File: config.mk
export PLATFORM = sky130hd
export DESIGN_NAME = i2s_tdm_tx
export DESIGN_NICKNAME = d
export VERILOG_FILES = /design/src/rtl/i2s_pkg.sv /design/src/rtl/i2s_sck_gen.sv /design/src/rtl/i2s_tdm_tx.sv
export SDC_FILE = /design/constraint.sdc
export NUM_CORES = 1
export LEC_CHECK = 0
export CORE_ASPECT_RATIO = 1.2
export CORE_MARGIN = 1
export CORE_UTILIZATION = 50
export CTS_CLUSTER_SIZE = 16
export DETAILED_ROUTE_END_ITERATION = 12
export GPL_TIMING_DRIVEN = 0
export PLACE_DENSITY = 0.72
export SETUP_SLACK_MARGIN = 0.15
export SLEW_MARGIN = 20
export SYNTH_ARGS = -nofsm -noshare
export SYNTH_HDL_FRONTEND = slang
export SYNTH_HIERARCHICAL = 1
export SYNTH_SLANG_ARGS = --single-unit
File: constraint.sdc
create_clock -name clk -period 11.65 [get_ports clk]
set_input_delay 2.33 -clock clk [delete_from_list [all_inputs] [get_ports clk]]
set_output_delay 2.33 -clock clk [all_outputs]
set_load 0.01 [all_outputs]
File: src/rtl/i2s_pkg.sv
// Shared constants and sizing helpers for the I2S/TDM transmit path.
package i2s_pkg;

  localparam logic WS_STEREO    = 1'b0;
  localparam logic WS_TDM_PULSE = 1'b1;

  localparam logic [1:0] ST_IDLE = 2'd0;
  localparam logic [1:0] ST_RUN  = 2'd1;
  localparam logic [1:0] ST_STOP = 2'd2;

  function automatic int frame_bits(input int num_ch, input int slot_w);
    return num_ch * slot_w;
  endfunction

  // Width of a counter that runs 0..n-1.
  function automatic int cnt_w(input int n);
    return (n <= 2) ? 1 : $clog2(n);
  endfunction

  function automatic logic ws_mode(input int num_ch);
    return (num_ch == 2) ? WS_STEREO : WS_TDM_PULSE;
  endfunction

endpackage

File: src/rtl/i2s_sck_gen.sv
// Bit-clock divider: registered SCK plus a falling-event strobe.
module i2s_sck_gen
  import i2s_pkg::*;
#(
  parameter int CLK_DIV = 4
) (
  input  logic clk,
  input  logic rst,
  input  logic i_run,
  output logic o_sck,
  output logic o_fall
);

  localparam int DW = cnt_w(CLK_DIV);
  localparam logic [DW-1:0] LAST = DW'(CLK_DIV - 1);
  localparam logic [DW-1:0] HALF = DW'(CLK_DIV / 2);

  logic [DW-1:0] r_div;
  logic          r_sck;
  logic          w_rise;

  assign o_fall = i_run && (r_div == '0);
  assign w_rise = i_run && (r_div == HALF);
  assign o_sck  = r_sck;

  always_ff @(posedge clk or posedge rst) begin
    if (rst) begin
      r_div <= '0;
      r_sck <= 1'b0;
    end else if (!i_run) begin
      r_div <= '0;
      r_sck <= 1'b0;
    end else begin
      r_div <= (r_div == LAST) ? '0 : r_div + 1'b1;
      if (o_fall)
        r_sck <= 1'b0;
      else if (w_rise)
        r_sck <= 1'b1;
    end
  end

endmodule

File: src/rtl/i2s_tdm_tx.sv
// I2S / TDM transmit serializer with a one-deep holding buffer,
// underrun detection and an orderly stop at the frame boundary.
module i2s_tdm_tx
  import i2s_pkg::*;
#(
  parameter int SAMPLE_W      = 24,
  parameter int SLOT_W        = 32,
  parameter int NUM_CH        = 2,
  parameter int CLK_DIV       = 4,
  parameter int ONE_BIT_DELAY = 1
) (
  input  logic                       clk,
  input  logic                       rst,
  input  logic                       enable,
  input  logic [NUM_CH*SAMPLE_W-1:0] s_data,
  input  logic                       s_valid,
  output logic                       s_ready,
  output logic                       sck,
  output logic                       ws,
  output logic                       sd,
  output logic                       frame_start,
  output logic                       underrun
);

  localparam int FB = frame_bits(NUM_CH, SLOT_W);
  localparam int BW = cnt_w(FB);
  localparam int DW = NUM_CH * SAMPLE_W;
  localparam logic MODE = ws_mode(NUM_CH);
  localparam logic [BW-1:0] LAST_BIT = BW'(FB - 1);
  localparam logic [BW-1:0] SLOT_B   = BW'(SLOT_W);

  logic [1:0]    r_state;
  logic [BW-1:0] r_bit;
  logic [FB-1:0] r_shift;
  logic [DW-1:0] r_hold;
  logic          r_hold_full;
  logic          r_ready;
  logic          r_ws;
  logic          r_sd;
  logic          r_fs;
  logic          r_ur;

  logic          w_run;
  logic          w_fall;
  logic          w_sck;
  logic          w_start;
  logic          w_keep;
  logic          w_load;
  logic          w_halt;
  logic          w_accept;
  logic          w_full_nxt;
  logic [BW-1:0] w_k;
  logic          w_ws_nxt;
  logic [DW-1:0] w_src;
  logic [FB-1:0] w_frame;

  // Slot c goes out c-th, sample MSB-aligned, low pad bits zero.
  function automatic logic [FB-1:0] fmt(input logic [DW-1:0] d);
    logic [FB-1:0] f;
    f = '0;
    for (int c = 0; c < NUM_CH; c++)
      f[FB-1-c*SLOT_W -: SLOT_W] =
        SLOT_W'(d[c*SAMPLE_W +: SAMPLE_W]) << (SLOT_W - SAMPLE_W);
    return f;
  endfunction

  i2s_sck_gen #(
    .CLK_DIV(CLK_DIV)
  ) u_sck (
    .clk   (clk),
    .rst   (rst),
    .i_run (w_run),
    .o_sck (w_sck),
    .o_fall(w_fall)
  );

  assign w_run    = (r_state != ST_IDLE);
  assign w_start  = w_fall && (r_bit == '0);
  assign w_keep   = (r_state == ST_RUN) ||
                    ((r_state == ST_STOP) && enable);
  assign w_load   = w_start && w_keep;
  assign w_halt   = w_start && (r_state == ST_STOP) && !enable;
  assign w_accept = s_valid && r_ready;

  always_comb begin
    w_k = r_bit;
    if (ONE_BIT_DELAY != 0)
      w_k = (r_bit == LAST_BIT) ? '0 : r_bit + 1'b1;
  end

  assign w_ws_nxt = (MODE == WS_STEREO) ? (w_k >= SLOT_B)
                                        : (w_k == '0);
  assign w_src    = r_hold_full ? r_hold : (s_valid ? s_data : '0);
  assign w_frame  = fmt(w_src);

  // A load that bypasses s_data leaves the holding register empty.
  always_comb begin
    w_full_nxt = r_hold_full;
    if (w_load)
      w_full_nxt = 1'b0;
    else if (w_accept)
      w_full_nxt = 1'b1;
  end

  always_ff @(posedge clk or posedge rst) begin
    if (rst) begin
      r_state <= ST_IDLE;
    end else begin
      case (r_state)
        ST_IDLE: if (enable) r_state <= ST_RUN;
        ST_RUN:  if (!enable) r_state <= ST_STOP;
        ST_STOP: begin
          if (w_halt)
            r_state <= ST_IDLE;
          else if (enable)
            r_state <= ST_RUN;
        end
        default: r_state <= ST_IDLE;
      endcase
    end
  end

  always_ff @(posedge clk or posedge rst) begin
    if (rst) begin
      r_bit   <= '0;
      r_shift <= '0;
      r_ws    <= 1'b0;
      r_sd    <= 1'b0;
    end else if (w_halt) begin
      r_bit <= '0;
      r_ws  <= 1'b0;
      r_sd  <= 1'b0;
    end else if (w_fall) begin
      r_bit <= (r_bit == LAST_BIT) ? '0 : r_bit + 1'b1;
      r_ws  <= w_ws_nxt;
      if (w_load) begin
        r_sd    <= w_frame[FB-1];
        r_shift <= w_frame << 1;
      end else begin
        r_sd    <= r_shift[FB-1];
        r_shift <= r_shift << 1;
      end
    end
  end

  always_ff @(posedge clk or posedge rst) begin
    if (rst) begin
      r_hold      <= '0;
      r_hold_full <= 1'b0;
      r_ready     <= 1'b1;
      r_fs        <= 1'b0;
      r_ur        <= 1'b0;
    end else begin
      r_hold_full <= w_full_nxt;
      r_ready     <= !w_full_nxt;
      r_fs        <= w_load;
      r_ur        <= w_load && !r_hold_full && !s_valid;
      if (w_accept && !w_load)
        r_hold <= s_data;
    end
  end

  assign s_ready     = r_ready;
  assign sck         = w_sck;
  assign ws          = r_ws;
  assign sd          = r_sd;
  assign frame_start = r_fs;
  assign underrun    = r_ur;

endmodule
==> out/qor.yml, run 1 <==
finish:
  final_nets: 569
  drive_gt1_share_pct: 19.4
  area_growth_pct: 25.1
  diodes: 0
detailed_routing:
  dr.first_iter.drc_count: 201
  viasPerCell: 5.81
  avgRoutedWirePerCell_um: 17.3
  wirelength_um: 11300
  firstDrtPassIters: 4
  vias: 3797
  drtAntennaViolNets: 0
  drc_errors: 0
clock_tree:
  path_clk_slew_ps: 50
  cts_hold_buf: 0
  cts_root_buffer: "clkbuf_16"
  postCtsSetupBuffers: 0
  cts_max_level: 4
  clock_latency_ps: 410
  tritoncts: "built"
  clock_path_buffers: 2
  cts.sinks: 120
  numCtsBuffers: 17
  ctsResizeCount: 0
setup_path:
  reg2reg_slack_ps: 9080
  crit_arrival_ps: 4320
  critPathCapture: "sd$_DFFE_PP0P_"
  crit_slowest_cell: "clkdlybuf4s50_1"
  critPathLaunch: "s_valid"
  r2r_start: "r_state[1]$_DFFE_PP0P_"
  cp-start-kind: "input port"
  cpMostUsedCell: "clkbuf_1"
  critPathRequiredTime_ps: 11980
  slowest_delay_ps: 640
  worstPathMaxFanout: 10
  r2r-end: "r_shift[47]$_DFFE_PP0P_"
  ff2ff_path_depth: 7
  crit_chain: "clkdlybuf4s50_1 -> nor2b_1 -> clkbuf_1 -> clkbuf_1 -> a22o_1 -> mux2i_1 -> o2bb2ai_1"
  end_kind: "flip-flop"
  path_class: "in -> reg"
grt:
  grt_max_degree: 62
  grtUsageTotal_pct: 22.9
  grt_pass1_vias: 3955
  grt_pass1_wl_um: 19000
  gr-total-overflow: 0
  antenna_found_initial: 0
sta:
  fin_setup_tns_ps: 0
  hold_viol: 0
  tightest_slew_ps: 616
  setup_viol: 0
  max-slew-margin-rel_pct: 58.8
  rsz0062_at_grt: "no"
  skew_ps: 8.78
  slew_viol_final: 0
  fin_crit_ps: 3990
  fmax_mhz: 251
  fin_crit_sh_pct: 34.2
die:
  die_h_um: 115
  die_w_um: 96.3
  start_util_pct: 52.3
  die_area_mm2: 0.0111
  fp-row-count: 40
  coreArea_mm2: 0.0102
  io_pins: 58
synthesis:
  avgSynthCellArea_um2: 12.2
  synth_top_area_share_pct: 55.8
  synthArstFlopShare_pct: 100
  syn_nets: 492
  synth_area_leaders: "dfrtp_1 (56%), a221o_1 (8.6%), a22oi_1 (6.0%)"
  ys_warn_count: 6
  ys_ff_latch: 120
  netlist_area_mm2: 0.00534
  yosysUniqueCellTypes: 45
  yosys_most_used_dff: "dfrtp_1"
  seq_area_frac_synth_pct: 56.3
  syn_inst: 437
  yosysTopAreaCell: "dfrtp_1"
  synth-edff-count: 0
status:
  status: "completed"
placed_design:
  numPortBuffers: 57
  dp_hpwl_um: 7460
  place.gp.congestion: 0.762
job:
  maxCapViolCount: 0
power_and_ir_drop:
  leakage_nw: 2.98
  total_power_w: 0.00168
  vdd_drop_max_mv: 0.132
  power.density_mw_per_mm2: 252
hold_path:
  hold_class: "reg -> reg"
[per-stage QoR]
step / hold slack [ps] / utilization (%) / setup slack [ps] / cell area (µm²) / cells
3_5_place_dp: 460 / 59.7 / 7260 / 6100 / 621
4_1_cts: 468 / 65.4 / 7650 / 6680 / 653
3_3_place_gp: 451 / 59.4 / 4550 / 6060 / 620
2_1_floorplan: 438 / - / 6220 / 5340 / 437
5_1_grt: 490 / 65.4 / 7500 / 6680 / 653
6_report: 466 / 65.4 / 7660 / 6680 / 653
[placed cells by master, fill, tap and decap left out, types with 2 or more instances in the layout]
| cell type | instances |
|---|---|
| a22oi_1 | 43 |
| nand2_1 | 24 |
| nand3_1 | 10 |
| buf_6 | 3 |
| o21ai_0 | 6 |
| or2_2 | 2 |
| mux2_2 | 28 |
| nand3b_1 | 4 |
| nor3_1 | 2 |
| clkinv_2 | 6 |
| inv_1 | 10 |
| dfrtp_1 | 119 |
| o2bb2ai_1 | 2 |
| a221o_1 | 46 |
| nor2b_1 | 2 |
| a21oi_1 | 7 |
| and2_1 | 3 |
| ha_1 | 3 |
| clkbuf_16 | 17 |
| nor2_1 | 46 |
| clkbuf_1 | 22 |
| clkbuf_8 | 6 |
| nand2b_1 | 3 |
| mux2_4 | 20 |
| buf_2 | 9 |
| clkdlybuf4s50_1 | 57 |
[worst min path at each step]
stage / startpoint / end / cells after the start
after detailed placement: r_shift[37]$_DFFE_PP0P_ / r_shift[37]$_DFFE_PP0P_ / 2
final: r_shift[38]$_DFFE_PP0P_ / r_shift[38]$_DFFE_PP0P_ / 2
after global placement: r_shift[36]$_DFFE_PP0P_ / r_shift[36]$_DFFE_PP0P_ / 2
after global routing: r_shift[38]$_DFFE_PP0P_ / r_shift[38]$_DFFE_PP0P_ / 2
after floorplan: r_shift[33]$_DFFE_PP0P_ / r_shift[33]$_DFFE_PP0P_ / 2
after CTS: r_shift[38]$_DFFE_PP0P_ / r_shift[38]$_DFFE_PP0P_ / 2
[report_power, final]
part           total, W  switching (W)  leakage [nW]  internal [W]
clock          0.000503       0.000179         0.292      0.000325
sequential     0.000678      0.0000981          1.54      0.000580
combinational  0.000499       0.000217          1.15      0.000283
[cell usage after synthesis, types with 4 or more instances]
| cell type | n |
|---|---|
| a221o_1 | 46 |
| a22oi_1 | 43 |
| buf_2 | 9 |
| nor2_1 | 46 |
| mux2_4 | 20 |
| clkbuf_1 | 21 |
| nand3_1 | 10 |
| nand3b_1 | 4 |
| o21ai_0 | 6 |
| a21oi_1 | 7 |
| dfrtp_1 | 119 |
| inv_1 | 11 |
| mux2_2 | 28 |
| nand2_1 | 24 |
[routing by layer]
metal / up-vias / wire length [µm] / part of all wire [%] / GRT usage, %
met4: 0 / 221 / 2.0 / 8.82
li1: 1782 / - / - / -
met5: - / 0 / 0 / 0
met2: 79 / 5660 / 50 / 36.6
met3: 20 / 434 / 3.9 / 6.22
met1: 1916 / 4950 / 44 / 29.6
[worst max-delay path: cells and delay by family]
kind / cells / cell delay [ps]
buffers and inverters: 3 / 1380
AND/OR/NAND/NOR: 1 / 170
multiplexers: 1 / 80
AO/OA/AOI/OAI: 2 / 360
[registers in the layout, summed over array words and instances (netlist names)]
signal / flops
frame_start: 1
r_hold_full: 1
r_state: 2
s_ready: 1
underrun: 1
ws: 1
u_sck/o_sck: 1
r_hold: 48
u_sck/r_div: 2
r_shift: 55
r_bit: 6
sd: 1
[cells by family after synthesis]
kind of cell,synth area share (%)
multiplexers,11.7
buffers and inverters,3.87
flip-flops,56.3
XOR/XNOR,0.164
adder cells (fa/ha/maj),0.703
AO/OA/AOI/OAI,18.1
AND/OR/NAND/NOR,9.19
[cell type report]
| class | instances | area [µm²] |
|---|---|---|
| clock inverters | 8 | 67.6 |
| flip-flops and latches | 120 | 3000 |
| fillers | 794 | 3530 |
| multi-input cells | 271 | 2130 |
| inverters | 12 | 50.0 |
| well taps | 126 | 158 |
| plain buffers | 34 | 161 |
| repair buffers | 58 | 598 |
| clock buffers | 24 | 512 |
Note: power is estimated with default switching activity, not from simulation.
==> run 2: changes to the inputs <==
--- a/config.mk
+++ b/config.mk
@@ -11,7 +11,7 @@
 export CTS_CLUSTER_SIZE = 16
 export DETAILED_ROUTE_END_ITERATION = 12
 export GPL_TIMING_DRIVEN = 0
-export PLACE_DENSITY = 0.72
+export PLACE_DENSITY = 0.75
 export SETUP_SLACK_MARGIN = 0.15
 export SLEW_MARGIN = 20
 export SYNTH_ARGS = -nofsm -noshare
==> constraint.sdc (replaced) <==
create_clock -name clk -period 3.3 [get_ports clk]
set_input_delay 0.66 -clock clk [delete_from_list [all_inputs] [get_ports clk]]
set_output_delay 0.66 -clock clk [all_outputs]
set_load 0.01 [all_outputs]
==> out/qor.yml, run 2 (same netlist as run 1, synthesis figures left out) <==
placed_design:
  numPortBuffers: 57
  dp_cells: 623
  place_area_mm2: 0.00613
  place.gp.congestion: 0.816
  dp_hpwl_um: 7770
sta:
  setup_viol: 0
  hold_viol: 0
  skew_ps: 8.69
  fmax_mhz: 382
  fin_setup_tns_ps: 0
  max-slew-margin-rel_pct: 59.4
  slew_viol_final: 0
  fin_crit_ps: 2620
  tightest_slew_ps: 607
  rsz0062_at_grt: "no"
  fin_crit_sh_pct: 79.3
die:
  io_pins: 58
  fp-row-count: 40
  die_area_mm2: 0.0111
  die_w_um: 96.3
  die_h_um: 115
  start_util_pct: 52.3
  coreArea_mm2: 0.0102
setup_path:
  cp-start-kind: "flip-flop"
  crit_arrival_ps: 2960
  path_class: "reg -> reg"
  worstPathMaxFanout: 10
  critPathRequiredTime_ps: 3640
  end_kind: "flip-flop"
finish:
  final_cells: 655
  layout_commonest_cell: "dfrtp_1"
  top_regs: "r_shift: 55 flops, r_hold: 48 flops, r_bit: 6 flops"
  largest_reg_flops: 55
  final_area_mm2: 0.00675
  diodes: 0
  drive_gt1_share_pct: 19.8
  layout_common_cells: "dfrtp_1 (119), clkdlybuf4s50_1 (57), nor2_1 (46), a221o_1 (46), a22oi_1 (43)"
  area_growth_pct: 26.6
  final_nets: 571
  largest-register: "r_shift"
grt:
  gr-total-overflow: 0
  grtUsageTotal_pct: 24.4
  grt_max_degree: 36
  grt_pass1_wl_um: 20100
  antenna_found_initial: 0
  grt_pass1_vias: 4108
clock_tree:
  ctsResizeCount: 0
  cts_max_level: 4
  numCtsBuffers: 17
  clock_latency_ps: 410
  cts_hold_buf: 0
  path_clk_slew_ps: 50
  postCtsSetupBuffers: 0
  cts.sinks: 120
  tritoncts: "built"
  clock_path_buffers: 2
  cts_root_buffer: "clkbuf_16"
detailed_routing:
  dr.first_iter.drc_count: 267
  avgRoutedWirePerCell_um: 18.4
  drc_errors: 0
  drtAntennaViolNets: 0
  wirelength_um: 12100
  vias: 3942
  viasPerCell: 6.02
  firstDrtPassIters: 5
power_and_ir_drop:
  leakage_nw: 2.99
  power.density_mw_per_mm2: 908
  vdd_drop_max_mv: 0.470
job:
  maxCapViolCount: 0
status:
  status: "completed"
hold_path:
  hold_class: "reg -> reg"
==> run 2: cell count changes in the layout (fill, tap and decap cells not counted) <==
cell        before  now
inv_6            1    0
clkinv_2         6    2
clkinvlp_4       1    7
clkbuf_8         6    4
clkbuf_1        22   21
buf_12           0    3
buf_16           1    0
bufinv_16        1    3
==> run 2: area by class of cell <==
type	instances	area, µm²
Buffer	34	161
Clock buffer	21	480
Clock inverter	11	145
Fill cell	776	3460
Inverter	12	48.8
Multi-Input combinational cell	271	2130
Sequential cell	120	3000
Tap cell	126	158
Timing Repair Buffer	60	631
==> run 2: final timing paths <==
kind / cells past startpoint / end / slack (ps) / from
worst max-delay path: 7 / r_shift[56]$_DFFE_PP0P_ / 680 / r_state[0]$_DFFE_PP0P_
worst min-delay path: 2 / r_shift[35]$_DFFE_PP0P_ / 470 / r_shift[35]$_DFFE_PP0P_
worst max register to register: 7 / r_shift[56]$_DFFE_PP0P_ / 680 / r_state[0]$_DFFE_PP0P_
worst min register to register: 2 / r_shift[35]$_DFFE_PP0P_ / 470 / r_shift[35]$_DFFE_PP0P_
max in group asynchronous: 3 / s_ready$_DFF_PP1_ / 2020 / rst
min in group asynchronous: 2 / u_sck/r_div[0]$_DFF_PP0_ / 520 / rst
==> run 2: report_power, final <==
group	switching, W	internal, W	leakage, nW
registers	0.000366	0.00205	1.54
logic	0.000789	0.00100	1.16
clock network	0.000664	0.00126	0.289
total	0.00182	0.00431	2.99
==> run 2: metrics by stage <==
stage	utilization (%)	total power [W]	hold slack [ps]	setup WS, ps
after floorplan	-	0.00369	414	1110
after global placement	59.4	0.00409	451	131
after detailed placement	60.0	0.00418	460	541
after CTS	66.2	0.00615	471	707
after global routing	66.2	0.00647	498	574
final	66.2	0.00613	469	684
==> run 2: metal layers <==
metal / track usage (%) / up-vias / wire length (µm)
met5: 0 / - / 0
met4: 10.5 / 0 / 292
met3: 6.08 / 29 / 519
met2: 40.6 / 120 / 6260
met1: 30.2 / 2003 / 5000
li1: - / 1790 / -
==> run 2: worst max-delay path, stage by stage, from the launching register on <==
cell	delay, ps
dfrtp_1	420
or2_2	340
and2_1	160
buf_2	180
and4bb_4	230
a31oi_2	530
clkbuf_1	450
a221o_1	240
==> run 3: changes to the inputs <==
--- a/config.mk
+++ b/config.mk
@@ -11,7 +11,7 @@
 export CTS_CLUSTER_SIZE = 16
 export DETAILED_ROUTE_END_ITERATION = 12
 export GPL_TIMING_DRIVEN = 0
-export PLACE_DENSITY = 0.75
+export PLACE_DENSITY = 0.72
 export SETUP_SLACK_MARGIN = 0.15
 export SLEW_MARGIN = 20
 export SYNTH_ARGS = -nofsm -noshare
==> constraint.sdc (replaced) <==
create_clock -name clk -period 2.72 [get_ports clk]
set_input_delay 0.544 -clock clk [delete_from_list [all_inputs] [get_ports clk]]
set_output_delay 0.544 -clock clk [all_outputs]
set_load 0.01 [all_outputs]
==> out/qor.yml, run 3 (same netlist as run 1, synthesis figures left out) <==
finish:
  largest_reg_flops: 55
  final_nets: 571
  nFillCells: 807
  final_area_mm2: 0.00672
  utilization_pct: 65.8
  largest-register: "r_shift"
  diodes: 0
  layout_common_cells: "dfrtp_1 (119), clkdlybuf4s50_1 (57), nor2_1 (46), a221o_1 (46), a22oi_1 (43)"
  top_regs: "r_shift: 55 flops, r_hold: 48 flops, r_bit: 6 flops"
  drive_gt1_share_pct: 18.7
  area_growth_pct: 25.9
  layout_commonest_cell: "dfrtp_1"
clock_tree:
  clock_path_buffers: 2
  clock_latency_ps: 410
  cts.sinks: 120
  tritoncts: "built"
  numCtsBuffers: 17
  postCtsSetupBuffers: 0
  cts_root_buffer: "clkbuf_16"
  cts_max_level: 4
  path_clk_slew_ps: 50
grt:
  grt_max_degree: 36
  grt_pass1_vias: 3873
  grtUsageTotal_pct: 23.1
  antenna_found_initial: 0
  grt_pass1_wl_um: 19100
  gr-total-overflow: 0
placed_design:
  place_area_mm2: 0.00613
  place_ws_ps: 97.0
  dp_hpwl_um: 7780
  place.gp.congestion: 0.787
  numPortBuffers: 57
setup_path:
  cp-start-kind: "flip-flop"
  critPathRequiredTime_ps: 3010
  critPathLaunch: "r_state[0]$_DFFE_PP0P_"
  r2r_start: "r_state[0]$_DFFE_PP0P_"
  crit_arrival_ps: 2760
  path_class: "reg -> reg"
  worstPathMaxFanout: 10
  end_kind: "flip-flop"
detailed_routing:
  viasPerCell: 5.81
  dr.first_iter.drc_count: 204
  wirelength_um: 11500
  firstDrtPassIters: 5
  avgRoutedWirePerCell_um: 17.6
  vias: 3804
  drtAntennaViolNets: 0
  drc_errors: 0
power_and_ir_drop:
  leakage_nw: 2.99
  power.density_mw_per_mm2: 1080
  total_power_w: 0.00726
  vdd_drop_max_mv: 0.475
sta:
  fin_crit_ps: 2470
  rsz0062_at_grt: "no"
  fin_setup_tns_ps: 0
  setup_slack_ps: 247
  slew_viol_final: 0
  hold_viol: 0
  fin_crit_sh_pct: 90.9
  fmax_mhz: 404
  max-slew-margin-rel_pct: 60.6
  tightest_slew_ps: 590
  skew_ps: 6.96
  setup_viol: 0
die:
  die_area_mm2: 0.0111
  coreArea_mm2: 0.0102
  die_w_um: 96.3
  start_util_pct: 52.3
  die_h_um: 115
  io_pins: 58
  fp-row-count: 40
status:
  status: "completed"
job:
  maxCapViolCount: 0
hold_path:
  hold_class: "in -> async"
==> run 3: cell type report <==
| class | count | area [µm²] | area share (%) |
|---|---|---|---|
| Tap cell | 126 | 158 | 2.35 |
| Clock buffer | 28 | 507 | 7.54 |
| Timing Repair Buffer | 60 | 631 | 9.39 |
| Sequential cell | 120 | 3000 | 44.7 |
| Buffer | 34 | 166 | 2.48 |
| Multi-Input combinational cell | 271 | 2130 | 31.8 |
| Clock inverter | 4 | 70.1 | 1.04 |
| Inverter | 12 | 48.8 | 0.726 |
==> run 3: per-layer routing <==
layer	vias up	part of all wire [%]	track usage [%]
met1	1933	45	30.1
met4	0	2.0	9.61
met2	67	50	37.2
li1	1784	-	-
met3	20	2.5	5.03
met5	-	0	0
==> run 3: stage by stage <==
stage                     cells  hold WS, ps
after global placement      620          451
final                       655          396
after CTS                   655          387
after global routing        655          400
after detailed placement    623          460
after floorplan             437          298
==> run 3: power breakdown <==
group / switching [W] / total [W] / leakage, nW / internal, W
Sequential: 0.000430 / 0.00292 / 1.54 / 0.00249
Clock: 0.000747 / 0.00219 / 0.283 / 0.00144
Combinational: 0.000936 / 0.00216 / 1.16 / 0.00122
Total: 0.00211 / 0.00726 / 2.99 / 0.00515
==> run 3: final timing paths <==
kind / endpoint / slack (ps) / depth (start not counted)
max in group asynchronous: r_shift[25]$_DFFE_PP0P_ / 1340 / 4
min: u_sck/r_div[1]$_DFF_PP0_ / 400 / 2
max reg2reg: r_hold[8]$_DFFE_PP0P_ / 250 / 9
min reg2reg: r_shift[39]$_DFFE_PP0P_ / 470 / 2
min in group clk: r_shift[39]$_DFFE_PP0P_ / 470 / 2
max: r_hold[8]$_DFFE_PP0P_ / 250 / 9
==> run 3: repair_timing <==
action,4_1_cts,5_1_grt
endpoints found under the setup margin,12,9
resized for setup,1,2
hold buffers,0,0
==> run 3: worst max-delay path, stage by stage, from the launching register on <==
cell and delay, ps:
dfrtp_1 400, or2_2 340, and2_1 160, buf_2 170, and4bb_4 240, o211ai_4 140, and2_4 220, buf_6 160
buf_6 200, mux2_4 310
